==> src/rtl/aes_key_sched_ctrl.sv <==
// AES key-schedule controller: accepts a cipher key and streams round keys
// 0..Nr one per handshake, deriving each next key through aes_roundkey.

// One step of the AES key expansion, producing the next 128-bit round key.
// AES-128: prev_key and current_key both carry round key RD-1.
// AES-256: prev_key is round key RD-2, current_key is round key RD-1.
module aes_roundkey (
  input  logic [3:0]   rd,
  input  logic [1:0]   mode,
  input  logic [127:0] prev_key,
  input  logic [127:0] current_key,
  output logic [127:0] round_key
);

  logic [31:0] temp;
  logic [31:0] n0, n1, n2, n3;

  function automatic logic [7:0] gf_mul(input logic [7:0] a, input logic [7:0] b);
    logic [7:0] p;
    logic [7:0] x;
    p = 8'h00;
    x = a;
    for (int i = 0; i < 8; i++) begin
      if (b[i]) p = p ^ x;
      x = {x[6:0], 1'b0} ^ (x[7] ? 8'h1b : 8'h00);
    end
    return p;
  endfunction

  // S-box built from the GF(2^8) inverse (x^254) followed by the affine map
  function automatic logic [7:0] sbox(input logic [7:0] x);
    logic [7:0] inv;
    logic [7:0] sq;
    inv = 8'h01;
    sq  = x;
    for (int i = 0; i < 7; i++) begin
      sq  = gf_mul(sq, sq);
      inv = gf_mul(inv, sq);
    end
    return inv ^ {inv[6:0], inv[7]} ^ {inv[5:0], inv[7:6]} ^
           {inv[4:0], inv[7:5]} ^ {inv[3:0], inv[7:4]} ^ 8'h63;
  endfunction

  function automatic logic [31:0] sub_word(input logic [31:0] w);
    return {sbox(w[31:24]), sbox(w[23:16]), sbox(w[15:8]), sbox(w[7:0])};
  endfunction

  function automatic logic [31:0] rot_word(input logic [31:0] w);
    return {w[23:0], w[31:24]};
  endfunction

  function automatic logic [7:0] rcon(input logic [3:0] i);
    case (i)
      4'd1:    return 8'h01;
      4'd2:    return 8'h02;
      4'd3:    return 8'h04;
      4'd4:    return 8'h08;
      4'd5:    return 8'h10;
      4'd6:    return 8'h20;
      4'd7:    return 8'h40;
      4'd8:    return 8'h80;
      4'd9:    return 8'h1b;
      4'd10:   return 8'h36;
      default: return 8'h00;
    endcase
  endfunction

  // AES-256 odd rounds use SubWord only; even rounds use Rcon[RD/2]
  always_comb begin
    if (mode == 2'b10 && rd[0])
      temp = sub_word(current_key[31:0]);
    else if (mode == 2'b10)
      temp = sub_word(rot_word(current_key[31:0])) ^ {rcon(rd >> 1), 24'h000000};
    else
      temp = sub_word(rot_word(current_key[31:0])) ^ {rcon(rd), 24'h000000};
    n0 = prev_key[127:96] ^ temp;
    n1 = prev_key[95:64]  ^ n0;
    n2 = prev_key[63:32]  ^ n1;
    n3 = prev_key[31:0]   ^ n2;
    round_key = {n0, n1, n2, n3};
  end

endmodule

module aes_key_sched_ctrl #(
  parameter bit SUPPORT_256 = 1'b1
) (
  input  logic         clk,
  input  logic         rst_n,
  input  logic         key_valid,
  output logic         key_ready,
  input  logic [255:0] key_in,
  input  logic [1:0]   mode,
  output logic         rk_valid,
  input  logic         rk_ready,
  output logic [127:0] rk_data,
  output logic [3:0]   rk_idx,
  output logic         rk_last,
  output logic         busy,
  output logic         err
);

  // DONE is kept in the encoding but never entered: the last handshake
  // returns straight to IDLE so a new key can be taken the next cycle.
  typedef enum logic [1:0] {IDLE, EMIT, DONE} state_t;

  state_t       state_q, state_d;
  logic [127:0] prev_r, cur_r, rk_data_r, next_key, rk_prev;
  logic [3:0]   idx_r, nr_r, rd;
  logic [1:0]   mode_r;
  logic         rk_last_r, err_r, mode_ok, last_hs;

  assign mode_ok = (mode == 2'b00) || (SUPPORT_256 && mode == 2'b10);
  assign rd      = idx_r + 4'd1;
  assign rk_prev = (mode_r == 2'b10) ? prev_r : cur_r;
  assign last_hs = rk_ready && (idx_r == nr_r);
  assign rk_data = rk_data_r;
  assign rk_idx  = idx_r;
  assign rk_last = rk_last_r;
  assign err     = err_r;

  aes_roundkey u_roundkey (
    .rd          (rd),
    .mode        (mode_r),
    .prev_key    (rk_prev),
    .current_key (cur_r),
    .round_key   (next_key)
  );

  // State register
  always_ff @(posedge clk or negedge rst_n) begin
    if (!rst_n) state_q <= IDLE;
    else        state_q <= state_d;
  end

  // Next-state logic and the handshake/status outputs derived from state
  always_comb begin
    state_d   = state_q;
    key_ready = 1'b0;
    rk_valid  = 1'b0;
    busy      = 1'b0;
    case (state_q)
      IDLE: begin
        key_ready = 1'b1;
        if (key_valid && mode_ok) state_d = EMIT;
      end
      EMIT: begin
        rk_valid = 1'b1;
        busy     = 1'b1;
        if (last_hs) state_d = IDLE;
      end
      default: state_d = IDLE;
    endcase
  end

  // Key registers: load on accept, advance one round key per handshake
  always_ff @(posedge clk or negedge rst_n) begin
    if (!rst_n) begin
      prev_r    <= '0;
      cur_r     <= '0;
      rk_data_r <= '0;
      idx_r     <= '0;
      nr_r      <= '0;
      mode_r    <= '0;
      rk_last_r <= 1'b0;
      err_r     <= 1'b0;
    end else begin
      err_r <= 1'b0;
      if (state_q == IDLE && key_valid) begin
        if (!mode_ok) begin
          err_r <= 1'b1;
        end else begin
          mode_r    <= mode;
          idx_r     <= '0;
          rk_last_r <= 1'b0;
          rk_data_r <= key_in[255:128];
          if (mode == 2'b10) begin
            prev_r <= key_in[255:128];
            cur_r  <= key_in[127:0];
            nr_r   <= 4'd14;
          end else begin
            cur_r <= key_in[255:128];
            nr_r  <= 4'd10;
          end
        end
      end else if (state_q == EMIT && rk_ready) begin
        if (idx_r == nr_r) begin
          idx_r     <= '0;
          rk_last_r <= 1'b0;
        end else begin
          idx_r     <= rd;
          rk_last_r <= (rd == nr_r);
          if (mode_r == 2'b10 && idx_r == 4'd0) begin
            rk_data_r <= cur_r;
          end else begin
            rk_data_r <= next_key;
            prev_r    <= cur_r;
            cur_r     <= next_key;
          end
        end
      end
    end
  end

endmodule

==> config.mk <==
export PLATFORM = sky130hd
export DESIGN_NAME = aes_key_sched_ctrl
export DESIGN_NICKNAME = d
export VERILOG_FILES = /design/src/rtl/aes_key_sched_ctrl.sv
export SDC_FILE = /design/constraint.sdc
export NUM_CORES = 2
export LEC_CHECK = 0
export CELL_PAD_IN_SITES_DETAIL_PLACEMENT = 1
export CELL_PAD_IN_SITES_GLOBAL_PLACEMENT = 1
export CORE_MARGIN = 2
export CORE_UTILIZATION = 30
export CTS_CLUSTER_DIAMETER = 120
export DETAILED_ROUTE_END_ITERATION = 8
export GPL_ROUTABILITY_DRIVEN = 0
export GPL_TIMING_DRIVEN = 0
export PLACE_DENSITY = 0.65
export REMOVE_ABC_BUFFERS = 1
export SLEW_MARGIN = 20
export SYNTH_ARGS = -nofsm -noshare
export SYNTH_HDL_FRONTEND = slang
export SYNTH_SLANG_ARGS = --single-unit
==> constraint.sdc <==
create_clock -name clk -period 22.9 [get_ports clk]
set_input_delay 3.435 -clock clk [delete_from_list [all_inputs] [get_ports clk]]
set_output_delay 3.435 -clock clk [all_outputs]
set_load 0.01 [all_outputs]
==> impl_metrics.toml <==
[logic_synthesis]
synthArstFlopShare_pct = 100
synth_area_leaders = "xnor2_1 (17%), dfrtp_1 (12%), xnor3_1 (9.7%)"
synth_edf_count = 0
ys_warn_count = 0
syn_area_um2 = 81100
ys_dominant_reg_cell = "dfrtp_1"
ys_seq_area_share_pct = 12.2
synth.distinct_cells = 123
synth_area_leader_cell = "xnor2_1"
yosys_register_bits = 395
postSynthCellCount = 10800
avgSynthCellArea_um2 = 7.48
synth_top_area_share_pct = 17.4

[setup_path]
r2r-start = "cur_r[16]"
cp_data_arrival_time_ps = 22250
worst_setup_path_end_kind = "register"
ff2ff_path_depth = 61
criticalPathCategory = "reg -> reg"
critPathSlowestCell = "xnor2_1"
r2r-end = "cur_r[114]"
crit_buf_inv = 4
path_delay_family = "XOR/XNOR gates"
required_ps = 23470
worstSetupStartpointType = "register"
rrSetupSlack_ps = 1230
cpMostUsedCell = "xnor2_1"
cp_max_fo = 37
slowest_delay_ps = 780

[timing]
worstMarginPinSlew_ps = 1160
rsz0062_at_grt = "no"
fin_crit_sh_pct = 94.6
slew_headroom_pct = 21.9
period_needed_ps = 21670
fin_skew_ps = 47.5
max_freq_mhz = 46.1
finalSetupViolCount = 0
hold_slack_ps = 481
maxSlewViolCount = 0
finalHoldViolCount = 0

[global_routing]
grt_start_max_net_pins = 80
overflow = 0
grt_pass1_wl_um = 534000
grt_pass1_vias = 83300
grtUsageTotal_pct = 25.0
antenna_found_initial = 19

[final_layout]
most-common-layout-cells = "nor2_1 (1535), nand2_1 (1503), xnor2_1 (1453), a21oi_1 (675), o21ai_0 (501)"
layout_commonest_cell = "nor2_1"
utilization_pct = 35.1
layout.nets = 11000
n_fill_cell = 32100
final_layout_size_suffix_gt1_share_pct = 8.36
syn2layout_area_growth_pct = 16.3

[cts]
clkSlewWorstSetupHoldPaths_ps = 60
htree_levels = 2
cts_buffers = 58
root_buffer = "clkbuf_16"
cts_resized = 5
cts_tree = "done"
clk_path_buf_depth = 3
postCtsSetupBuffers = 0
hold_buffers = 0
worstSkewPairLatency_ps = 740
cts_num_sinks = 395

[drt]
viasPerCell = 5.63
num_vias = 80800
wirelength_um = 354000
ant_nets = 0
drtPass1Iterations = 7
drc = 0
post_drt_wl_per_cell_um = 24.7
drt_iter0_drc = 5656

[floorplanning]
start_util_pct = 30.2
die_width_um = 524
io_pins = 399
row_count = 190
die_area_um2 = 274000
core_um2 = 268000
die_h_um = 524

[hold_path]
min_path_cells = 2
holdPathEnd = "rk_data[126]"
hp-class = "reg -> reg"
min_from = "rk_data[126]"

[placed_design]
io_buffers = 398
hpwl_um = 270000

[run_status]
outcome = "finished clean"

[flow_run]
maxCapViolCount = 0
## per-stage QoR
step	setup WS (ps)	setup TNS [ps]	instances	instance area [um^2]
global placement	-48730	-	14000	86100
CTS	19.1	0	14300	94000
floorplan	1540	0	10000	77700
detailed placement	-599	-5730	14200	92000
finish	1230	0	14300	94300
global route	39.2	0	14300	94300
## synthesized netlist by cell type, drive strengths merged, types with 24 or more instances
cell / instances
and3: 64
nor3: 245
a21o: 61
xnor2: 1708
inv: 99
nand2: 1513
o21ai: 557
mux2: 61
a32oi: 24
a211oi: 83
or2: 39
or3: 54
dfrtp: 395
a21oi: 681
o211ai: 88
nand3: 238
nor2: 1560
a311oi: 26
ha: 26
buf: 266
a211o: 32
nor2b: 72
xor3: 65
nand2b: 71
clkbuf: 530
a22oi: 66
and2: 68
xnor3: 369
o22ai: 121
o31ai: 28
a221oi: 47
o221ai: 41
xor2: 550
a31oi: 251
mux2i: 287
o21a: 63
nand4: 44
## how the worst max path moves through the flow
stage                     slack (ps)  cells after the start      start          end
after floorplan                 1540                      4  key_valid    prev_r[0]
after global placement        -48730                      4  key_valid   prev_r[20]
after detailed placement        -600                     60  cur_r[23]   cur_r[114]
after CTS                         20                     59  cur_r[23]  rk_data[93]
after global routing              40                     59  cur_r[16]    cur_r[25]
final                           1230                     61  cur_r[16]   cur_r[114]
## final cells by class
cell class,count,area [um^2],share of cell area [%]
multi-input combinational,9539,69400,73.6
sequential,395,9890,10.5
timing repair buffer,630,8130,8.63
tap,3552,4440,4.71
clock buffer,78,1640,1.74
inverter,106,400,0.425
clock inverter,30,357,0.378
antenna,8,20.0,0.0212
## layer usage
metal	GRT usage, %	part of all wire (%)
met1	32.9	44
met2	41.7	47
met3	2.25	4.4
met4	10.7	4.6
met5	0	0.0082
## cell families (layout without fill, tap and decap cells)
logic type / count (synthesis) / in the layout / synth area share [%]
AND/OR/NAND/NOR: 4044 / 4044 / 21.2
AO/OA/AOI/OAI: 2425 / 2425 / 19.0
buffers and inverters: 902 / 844 / 4.69
adder cells (fa/ha/maj): 28 / 28 / 0.426
multiplexers: 350 / 350 / 4.47
XOR/XNOR: 2692 / 2692 / 38.1
other: 0 / 8 / 0
flip-flops: 395 / 395 / 12.2
## worst register-to-register path: cells and delay by family, from the launching register on
kind / cells / cell delay [ps]
adder cells (fa/ha/maj): 4 / 1790
XOR/XNOR: 22 / 8980
buffers and inverters: 4 / 1280
AO/OA/AOI/OAI: 15 / 5040
AND/OR/NAND/NOR: 13 / 2410
flip-flops: 1 / 740
multiplexers: 3 / 1310
## state kept, by name, summed over array words and instances (netlist names)
register,count
rk_last,1
mode_r,2
cur_r,128
prev_r,128
nr_r,2
err,1
state_q,1
rk_data,128
rk_idx,4
Power is left out: the tool's default activity adds up to more than one toggle a clock period on the data nets, which glitch-free logic cannot reach.
